## config.mk

```make
export PLATFORM = sky130hd
export DESIGN_NAME = lsu_mem_ctrl_flat
export DESIGN_NICKNAME = d
export VERILOG_FILES = /design/src/rtl/lsu_mem_ctrl_if.sv /design/src/rtl/lsu_mem_ctrl.sv /design/src/flat_wrapper.sv
export SDC_FILE = /design/constraint.sdc
export NUM_CORES = 1
export LEC_CHECK = 0
export BUFFER_PORTS_ARGS = -buffer_cell sky130_fd_sc_hd__clkbuf_2
export CAP_MARGIN = 25
export CORE_MARGIN = 3
export CORE_UTILIZATION = 35
export CTS_CLUSTER_DIAMETER = 120
export DETAILED_ROUTE_END_ITERATION = 10
export GPL_ROUTABILITY_DRIVEN = 1
export PLACE_DENSITY = 0.6
export SETUP_SLACK_MARGIN = 0.15
export SLEW_MARGIN = 20
export SYNTH_ARGS = -nofsm -noshare
export SYNTH_HDL_FRONTEND = slang
export SYNTH_SLANG_ARGS = --single-unit
```

## constraint.sdc

```tcl
create_clock -name clk -period 6 [get_ports clk]
set_input_delay 0.6 -clock clk [delete_from_list [all_inputs] [get_ports clk]]
set_output_delay 0.6 -clock clk [all_outputs]
set_load 0.01 [all_outputs]
```

## src/rtl/lsu_mem_ctrl_if.sv

```systemverilog
// Request/response and memory-side signal bundle for the load/store controller.
// The slave modport is the controller's view; master is the CPU plus memory side.
interface lsu_mem_ctrl_if #(
  parameter int DATA_W = 64
);
  logic              req_valid;
  logic              req_ready;
  logic              req_we;
  logic [1:0]        req_size;
  logic              req_signed;
  logic [DATA_W-1:0] req_addr;
  logic [DATA_W-1:0] req_wdata;
  logic              resp_valid;
  logic [DATA_W-1:0] resp_rdata;
  logic              resp_err;
  logic              mem_rd_en;
  logic              mem_wr_en;
  logic [DATA_W-1:0] mem_addr;
  logic [DATA_W-1:0] mem_wr_data;
  logic [DATA_W-1:0] mem_rd_data;
  logic              mem_rd_done;
  logic              mem_wr_done;

  modport slave (
    input  req_valid, req_we, req_size, req_signed, req_addr, req_wdata,
    input  mem_rd_data, mem_rd_done, mem_wr_done,
    output req_ready, resp_valid, resp_rdata, resp_err,
    output mem_rd_en, mem_wr_en, mem_addr, mem_wr_data
  );

  modport master (
    output req_valid, req_we, req_size, req_signed, req_addr, req_wdata,
    output mem_rd_data, mem_rd_done, mem_wr_done,
    input  req_ready, resp_valid, resp_rdata, resp_err,
    input  mem_rd_en, mem_wr_en, mem_addr, mem_wr_data
  );
endinterface

```

## src/rtl/lsu_mem_ctrl.sv

```systemverilog
// Single-outstanding load/store controller in front of a full-width byte-addressed memory.
// Sub-width stores are done as read-modify-write; loads are zero/sign-extended by size.
module lsu_mem_ctrl #(
  parameter int DEPTH   = 1024,
  parameter int DATA_W  = 64,
  parameter int TIMEOUT = 16
) (
  input logic         clk,
  input logic         rst,
  lsu_mem_ctrl_if.slave bus
);
  localparam int BYTES = DATA_W / 8;
  localparam int CNT_W = $clog2(TIMEOUT + 1);
  localparam logic [DATA_W-1:0] MAX_ADDR = DATA_W'(DEPTH - BYTES);

  typedef enum logic [2:0] {IDLE, RD, WAIT_RD, WR, WAIT_WR, RESP} state_e;

  state_e            state_q, state_d;
  logic              we_q, we_d;
  logic [1:0]        size_q, size_d;
  logic              signed_q, signed_d;
  logic [DATA_W-1:0] wdata_q, wdata_d;
  logic [CNT_W-1:0]  cnt_q, cnt_d;
  logic              req_ready_q, req_ready_d;
  logic              resp_valid_q, resp_valid_d;
  logic [DATA_W-1:0] resp_rdata_q, resp_rdata_d;
  logic              resp_err_q, resp_err_d;
  logic              mem_rd_en_q, mem_rd_en_d;
  logic              mem_wr_en_q, mem_wr_en_d;
  logic [DATA_W-1:0] mem_addr_q, mem_addr_d;
  logic [DATA_W-1:0] mem_wr_data_q, mem_wr_data_d;

  function automatic logic [DATA_W-1:0] load_ext(input logic [DATA_W-1:0] d,
                                                 input logic [1:0] sz, input logic sgn);
    logic [DATA_W-1:0] r;
    r = d;
    case (sz)
      2'd0:    r = {{(DATA_W-8){sgn & d[7]}}, d[7:0]};
      2'd1:    r = {{(DATA_W-16){sgn & d[15]}}, d[15:0]};
      2'd2:    r = {{(DATA_W-32){sgn & d[31]}}, d[31:0]};
      default: r = d;
    endcase
    return r;
  endfunction

  // Low (1<<sz) bytes come from the store data, the rest from the word just read.
  function automatic logic [DATA_W-1:0] merge(input logic [DATA_W-1:0] rd,
                                              input logic [DATA_W-1:0] wd, input logic [1:0] sz);
    logic [DATA_W-1:0] r;
    r = wd;
    case (sz)
      2'd0:    r = {rd[DATA_W-1:8], wd[7:0]};
      2'd1:    r = {rd[DATA_W-1:16], wd[15:0]};
      2'd2:    r = {rd[DATA_W-1:32], wd[31:0]};
      default: r = wd;
    endcase
    return r;
  endfunction

  // Next-state and registered-output computation.
  always_comb begin
    state_d       = state_q;
    we_d          = we_q;
    size_d        = size_q;
    signed_d      = signed_q;
    wdata_d       = wdata_q;
    cnt_d         = cnt_q;
    req_ready_d   = req_ready_q;
    resp_valid_d  = 1'b0;
    resp_rdata_d  = resp_rdata_q;
    resp_err_d    = resp_err_q;
    mem_rd_en_d   = 1'b0;
    mem_wr_en_d   = 1'b0;
    mem_addr_d    = mem_addr_q;
    mem_wr_data_d = mem_wr_data_q;
    case (state_q)
      IDLE: begin
        if (bus.req_valid && req_ready_q) begin
          we_d        = bus.req_we;
          size_d      = bus.req_size;
          signed_d    = bus.req_signed;
          wdata_d     = bus.req_wdata;
          req_ready_d = 1'b0;
          if (bus.req_addr > MAX_ADDR) begin
            state_d      = RESP;
            resp_valid_d = 1'b1;
            resp_err_d   = 1'b1;
            resp_rdata_d = '0;
          end else begin
            mem_addr_d = bus.req_addr;
            cnt_d      = '0;
            if (bus.req_we && (bus.req_size == 2'd3)) begin
              state_d       = WR;
              mem_wr_en_d   = 1'b1;
              mem_wr_data_d = bus.req_wdata;
            end else begin
              state_d     = RD;
              mem_rd_en_d = 1'b1;
            end
          end
        end else begin
          state_d = IDLE;
        end
      end
      RD: state_d = WAIT_RD;
      WAIT_RD: begin
        if (bus.mem_rd_done) begin
          if (we_q) begin
            state_d       = WR;
            mem_wr_en_d   = 1'b1;
            mem_wr_data_d = merge(bus.mem_rd_data, wdata_q, size_q);
            cnt_d         = '0;
          end else begin
            state_d      = RESP;
            resp_valid_d = 1'b1;
            resp_err_d   = 1'b0;
            resp_rdata_d = load_ext(bus.mem_rd_data, size_q, signed_q);
          end
        end else if (cnt_q >= CNT_W'(TIMEOUT - 1)) begin
          state_d      = RESP;
          resp_valid_d = 1'b1;
          resp_err_d   = 1'b1;
          resp_rdata_d = '0;
        end else begin
          cnt_d = cnt_q + CNT_W'(1);
        end
      end
      WR: state_d = WAIT_WR;
      WAIT_WR: begin
        if (bus.mem_wr_done) begin
          state_d      = RESP;
          resp_valid_d = 1'b1;
          resp_err_d   = 1'b0;
          resp_rdata_d = '0;
        end else if (cnt_q >= CNT_W'(TIMEOUT - 1)) begin
          state_d      = RESP;
          resp_valid_d = 1'b1;
          resp_err_d   = 1'b1;
          resp_rdata_d = '0;
        end else begin
          cnt_d = cnt_q + CNT_W'(1);
        end
      end
      RESP: begin
        state_d     = IDLE;
        req_ready_d = 1'b1;
      end
      default: begin
        state_d     = IDLE;
        req_ready_d = 1'b1;
      end
    endcase
  end

  // State and output registers with synchronous reset.
  always_ff @(posedge clk) begin
    if (rst) begin
      state_q       <= IDLE;
      we_q          <= 1'b0;
      size_q        <= 2'd0;
      signed_q      <= 1'b0;
      wdata_q       <= '0;
      cnt_q         <= '0;
      req_ready_q   <= 1'b1;
      resp_valid_q  <= 1'b0;
      resp_rdata_q  <= '0;
      resp_err_q    <= 1'b0;
      mem_rd_en_q   <= 1'b0;
      mem_wr_en_q   <= 1'b0;
      mem_addr_q    <= '0;
      mem_wr_data_q <= '0;
    end else begin
      state_q       <= state_d;
      we_q          <= we_d;
      size_q        <= size_d;
      signed_q      <= signed_d;
      wdata_q       <= wdata_d;
      cnt_q         <= cnt_d;
      req_ready_q   <= req_ready_d;
      resp_valid_q  <= resp_valid_d;
      resp_rdata_q  <= resp_rdata_d;
      resp_err_q    <= resp_err_d;
      mem_rd_en_q   <= mem_rd_en_d;
      mem_wr_en_q   <= mem_wr_en_d;
      mem_addr_q    <= mem_addr_d;
      mem_wr_data_q <= mem_wr_data_d;
    end
  end

  assign bus.req_ready   = req_ready_q;
  assign bus.resp_valid  = resp_valid_q;
  assign bus.resp_rdata  = resp_rdata_q;
  assign bus.resp_err    = resp_err_q;
  assign bus.mem_rd_en   = mem_rd_en_q;
  assign bus.mem_wr_en   = mem_wr_en_q;
  assign bus.mem_addr    = mem_addr_q;
  assign bus.mem_wr_data = mem_wr_data_q;
endmodule

```

## src/flat_wrapper.sv

```systemverilog
// flat-port wrapper written by rule: the top's interface ports become plain ports
module lsu_mem_ctrl_flat 
#(
  parameter int DEPTH   = 1024,
  parameter int DATA_W  = 64,
  parameter int TIMEOUT = 16
)
  (clk, rst, bus_req_valid, bus_req_we, bus_req_size, bus_req_signed, bus_req_addr, bus_req_wdata, bus_mem_rd_data, bus_mem_rd_done, bus_mem_wr_done, bus_req_ready, bus_resp_valid, bus_resp_rdata, bus_resp_err, bus_mem_rd_en, bus_mem_wr_en, bus_mem_addr, bus_mem_wr_data);
  lsu_mem_ctrl_if #(.DATA_W(DATA_W)) bus_i ();
  input logic clk;
  input logic rst;
  input wire logic [$bits(bus_i.req_valid)-1:0] bus_req_valid;
  input wire logic [$bits(bus_i.req_we)-1:0] bus_req_we;
  input wire logic [$bits(bus_i.req_size)-1:0] bus_req_size;
  input wire logic [$bits(bus_i.req_signed)-1:0] bus_req_signed;
  input wire logic [$bits(bus_i.req_addr)-1:0] bus_req_addr;
  input wire logic [$bits(bus_i.req_wdata)-1:0] bus_req_wdata;
  input wire logic [$bits(bus_i.mem_rd_data)-1:0] bus_mem_rd_data;
  input wire logic [$bits(bus_i.mem_rd_done)-1:0] bus_mem_rd_done;
  input wire logic [$bits(bus_i.mem_wr_done)-1:0] bus_mem_wr_done;
  output wire logic [$bits(bus_i.req_ready)-1:0] bus_req_ready;
  output wire logic [$bits(bus_i.resp_valid)-1:0] bus_resp_valid;
  output wire logic [$bits(bus_i.resp_rdata)-1:0] bus_resp_rdata;
  output wire logic [$bits(bus_i.resp_err)-1:0] bus_resp_err;
  output wire logic [$bits(bus_i.mem_rd_en)-1:0] bus_mem_rd_en;
  output wire logic [$bits(bus_i.mem_wr_en)-1:0] bus_mem_wr_en;
  output wire logic [$bits(bus_i.mem_addr)-1:0] bus_mem_addr;
  output wire logic [$bits(bus_i.mem_wr_data)-1:0] bus_mem_wr_data;
  assign bus_i.req_valid = bus_req_valid;
  assign bus_i.req_we = bus_req_we;
  assign bus_i.req_size = bus_req_size;
  assign bus_i.req_signed = bus_req_signed;
  assign bus_i.req_addr = bus_req_addr;
  assign bus_i.req_wdata = bus_req_wdata;
  assign bus_i.mem_rd_data = bus_mem_rd_data;
  assign bus_i.mem_rd_done = bus_mem_rd_done;
  assign bus_i.mem_wr_done = bus_mem_wr_done;
  assign bus_req_ready = bus_i.req_ready;
  assign bus_resp_valid = bus_i.resp_valid;
  assign bus_resp_rdata = bus_i.resp_rdata;
  assign bus_resp_err = bus_i.resp_err;
  assign bus_mem_rd_en = bus_i.mem_rd_en;
  assign bus_mem_wr_en = bus_i.mem_wr_en;
  assign bus_mem_addr = bus_i.mem_addr;
  assign bus_mem_wr_data = bus_i.mem_wr_data;
  lsu_mem_ctrl #(.DEPTH(DEPTH), .DATA_W(DATA_W), .TIMEOUT(TIMEOUT)) u_core (.clk(clk), .rst(rst), .bus(bus_i));
endmodule
```

# Yosys cells after proc, flatten, opt, wreduce, memory -nomap -nowiden
# Cells that the tools add are included.
# W data, S select, Z words.
# totals
ff_bits,273
output_inout_bits,197
elab_cells,107
# classes
n_addsub,1
magnitude_cmp,2
eq_ne,16
n_mux,53
bitwise_logic,7
n_reduce_logical,14
# ops
cell,n
$mux W64,11
$pmux W64 S3,3
$pmux W64 S2,1
$gt A64 B10 Y1 const B,1
$mux W5,6
$mux W1,19
$mux W3,6
$pmux W3 S5,1
$pmux W5 S3,1
$ne A2 B1 Y1 const B,4
$reduce_or A4 Y1,2
$eq A3 B2 Y1 const B,2
$ne A2 B2 Y1 const B,3
$pmux W1 S3,2
$reduce_and A6 Y1,1
$add A5 B1 Y5 const B,1
$ge A5 B4 Y1 const B,1
$reduce_and A5 Y1,1
$eq A2 B2 Y1 const B,2
$not A1 Y1,4
$pmux W1 S2,2
$reduce_and A2 Y1,2
$reduce_and A4 Y1,1
$and A1 B1 Y1,3
other kinds (12),13

# Depth between registers and ports, before layout
# depth
depth_word,6
depth_mapped,11

# Least setup slack after synthesis
# Ideal clock, no wire load.
# synth_timing
kind,flip-flop to flip-flop
startpoint,reg u_core.cnt_q[0]
endpoint,reg u_core.resp_rdata_q[54] (netlist: u_core.bus.resp_rdata[54])
setup_time_ns,0.070
arrival_ns,2.110
t_required_ns,5.930
slack_ns,3.820
path_stages_with_launch,12
n_path_buf,2
period_less_slack_ns,2.180
cell_sequence,dfxtp_1 > ha_1 > and3_1 > ha_1 > nor2_1 > nand2_1 > nor4_4 > and2_1 > buf_2 > buf_2 > o21ai_0 > a21oi_1
# synth_between
elab_chain_cells,4
elab_cells_between_ends,5
classes_between,order compare: 1; mux: 4
# synth_rtl
item,line,text
from (decl),lsu_mem_ctrl.sv:23,"logic [CNT_W-1:0] cnt_q, cnt_d;"
from (signal assigned),lsu_mem_ctrl.sv:178,cnt_q <= cnt_d;
$ge A5 B4 Y1 (*),"lsu_mem_ctrl.sv:119, lsu_mem_ctrl.sv:135",
$mux W64 (*),n/a,
$mux W64 (on tied branches),n/a,
$pmux W64 S3 (*),n/a,
to (signal assigned),lsu_mem_ctrl.sv:181,resp_rdata_q <= resp_rdata_d;
to (decl),lsu_mem_ctrl.sv:26,"logic [DATA_W-1:0] resp_rdata_q, resp_rdata_d;"
# Mark *: on every way between the ends. The rest lies on a longest branch, timed or not.
# A chain may end at the register's enable or synchronous reset.

# Final worst setup path
# layout_timing
startpoint,reg u_core.state_q[1]
endpoint,reg u_core.mem_addr_q[5] (netlist: u_core.bus.mem_addr[5])
# layout_between
elab_chain_cells,2
# layout_rtl
item,line,text
from (decl),lsu_mem_ctrl.sv:18,"state_e state_q, state_d;"
from (signal assigned),lsu_mem_ctrl.sv:173,state_q <= state_d;
$logic_not A3 Y1,lsu_mem_ctrl.sv:76,case (state_q)
$reduce_and A3 Y1 (no source line),n/a,
to (signal assigned),lsu_mem_ctrl.sv:185,mem_addr_q <= mem_addr_d;
to (decl),lsu_mem_ctrl.sv:30,"logic [DATA_W-1:0] mem_addr_q, mem_addr_d;"
# Every way passes these cells.

==> flow_summary_export.csv <==
group,metric,value,unit
worst_setup_path,slowest_delay,910,ps
pwr,ir_drop,226,uV
worst_setup_path,path_max_fanout,71,
sta,relSlewSlack,36.6,%
worst_setup_path,worstSetupPathType,"flop to flop",
layout,final_core_util,46.3,%
layout,finalNetCount,1811,
logic_synthesis,ys_top_cells_by_count,"dfxtp_1, a21oi_1, nand2_1, nor2_1, mux2i_1",
sta,fin_crit_sh,55.7,%
layout,final_cells,2027,
clock_network,clock-sinks,273,
status,status,"completed",
clock_network,cts_tree,"done",
global_route,grt_overflow,0,
floorplan,die_x,184,um
logic_synthesis,ys_types,52,
pwr,p_leak,6.28,nW
routing,via_count,10139,
worst_setup_path,critPathCaptureType,"flop",
global_route,grt_pass1_vias,9628,
clock_network,cts_post_setup_buffers_inserted,0,
clock_network,cts_made_buffers,31,
routing,firstDrtPassIters,5,
job,maxCapViolCount,0,
logic_synthesis,synth_edf_count,0,
layout,synthToLayoutAreaGrowth,28.9,%
global_route,grt_max_degree,89,
global_route,antenna_found_initial,1,
worst_hold_path,hold_path.class,"primary input to flop",
layout,drive_gt1_share,29.9,%
placed_design,hpwlAfterDp,25.0,mm
floorplan,fp.dieArea,34000,sq um
placed_design,globalplace.congestion,0.813,
placed_design,placed_area,13300,sq um
logic_synthesis,synth_area_leaders,"dfxtp_1, mux2i_1, a21oi_1",
logic_synthesis,yosysMostFrequentCell,"dfxtp_1",
worst_setup_path,critPathLaunchType,"flop",
logic_synthesis,ys_warn_count,0,
worst_setup_path,cp.arrival,3760,ps
routing,drt_wl_total,35.8,mm
worst_setup_path,crit_slowest_cell,"and3_4",
routing,wl_per_cell,17.7,um
logic_synthesis,synth_top_cell_by_area,"dfxtp_1",
clock_network,clk_pin_slew,60,ps
global_route,grt_util_all_layers,19.9,%
logic_synthesis,yosys.area.top_type_share,49.1,%
worst_setup_path,cp_cell_sequence,"nor3_2, and3_4, nand3_1, mux2i_1, nor2_1",
global_route,grt_pass1_wl,54.4,mm
sta,setup-tns-final,0,ps
floorplan,initial_core_util,35.9,%
clock_network,cts_max_level,1,
sta,finalCriticalPeriod,3340,ps
sta,fmax,299,MHz
logic_synthesis,synth_seq_cells,273,
routing,ant_nets,0,
pwr,totalPowerFinal,4.55,mW
floorplan,core-area,31000,sq um
pwr,p_per_area,317,nW/um^2
clock_network,cts_hold_buf,0,
clock_network,root_buffer,"clkbuf_16",
logic_synthesis,synthArstFlopShare,0,%
logic_synthesis,synth_cells,1267,
logic_synthesis,syn_avg_cell_area,8.79,sq um
sta,rsz0062_at_grt,"false",
worst_setup_path,critPathTopFamily,"simple AND/OR/NAND/NOR gates",
worst_setup_path,crit_buf_inv,0,
sta,setup-violations-final,0,
sta,finalHoldViolCount,0,
layout,fin_area,14400,sq um
routing,vias_per_cell,5.00,
routing,drc,0,
logic_synthesis,synth-main-ff-cell,"dfxtp_1",
sta,tightestPinTransition,946,ps
clock_network,clockBufferDepth,3,
placed_design,placed_cells,1970,
logic_synthesis,ys_seq_area_share,49.1,%
sta,drv_slew,0,
placed_design,io_buffers,397,
clock_network,post_cts_resized,0,
clock_network,insertion_delay,550,ps
logic_synthesis,synth_nets,1470,
floorplan,num_io_pins,398,
floorplan,die_y,184,um
routing,drtIter0Drc,541,
logic_synthesis,synth_area,11100,sq um
sta,fin_skew,7.42,ps
floorplan,row_count,64,
worst_setup_path,crit_required,6410,ps
[per-layer routing]
layer / vias to the layer above / GRT usage (%) / part of all wire (%)
met5: - / 0 / 0.033
met4: 2 / 4.63 / 2.1
met3: 57 / 5.96 / 8.5
met2: 342 / 33.3 / 47
met1: 4687 / 25.3 / 42
li1: 5051 / - / -
[where the power goes]
part	internal, mW	total, mW	switching [mW]
Sequential	1.89	1.96	0.0692
Combinational	0.244	0.707	0.463
Clock	1.12	1.88	0.757
Total	3.26	4.55	1.29
[flip-flops by register name (all words and copies together), names as in the netlist]
name,count
u_core.bus.req_ready,1
u_core.size_q,2
u_core.bus.resp_err,1
u_core.bus.mem_wr_en,1
u_core.bus.mem_wr_data,64
u_core.wdata_q,64
u_core.bus.mem_rd_en,1
u_core.we_q,1
u_core.cnt_q,5
u_core.state_q,3
u_core.bus.mem_addr,64
u_core.signed_q,1
u_core.bus.resp_rdata,64
u_core.bus.resp_valid,1
[final timing paths]
check                          start                  endpoint  slack [ps]  cells after the start
setup reg to reg   u_core.state_q[1]    u_core.bus.mem_addr[5]        2660                      5
hold reg to reg   u_core.wdata_q[55]        u_core.wdata_q[55]         450                      2
hold / removal    bus_mem_rd_data[0]  u_core.bus.resp_rdata[0]         260                      2
setup / recovery   u_core.state_q[1]    u_core.bus.mem_addr[5]        2660                      5
[per-stage QoR]
stage	setup slack, ps	hold slack, ps
3_3_place_gp	2390	441
4_1_cts	2610	214
6_report	2660	257
2_1_floorplan	3820	436
3_5_place_dp	2630	444
5_1_grt	2400	232
[cell type report]
type                       count  area (sq um)
antenna                        1          2.50
clock buffer                  44           905
clock inverter                11           114
fill                        3091         16600
inverter                       5          18.8
multi-input combinational    888          5220
sequential                   273          5470
tap                          396           495
timing repair buffer         409          2140
[logic make-up after synthesis]
kind of cell	count (synthesis)	synth area share, %
AND/OR/NAND/NOR	436	17.9
XOR/XNOR	1	0.0786
adder cells (fa/ha/maj)	2	0.225
AO/OA/AOI/OAI	326	17.0
multiplexers	123	11.1
flip-flops	273	49.1
buffers and inverters	106	4.65
[layout by cell type (no fill, tap or decap), types with 17 or more instances in the layout]
| master | instances |
|---|---|
| nor2_1 | 141 |
| clkbuf_16 | 31 |
| a21oi_1 | 186 |
| clkbuf_2 | 396 |
| mux2i_1 | 122 |
| dfxtp_1 | 272 |
| and2_1 | 55 |
| o21ai_0 | 62 |
| nand2_1 | 164 |
| nand2b_1 | 17 |
Power figures use the tool's default switching activity.
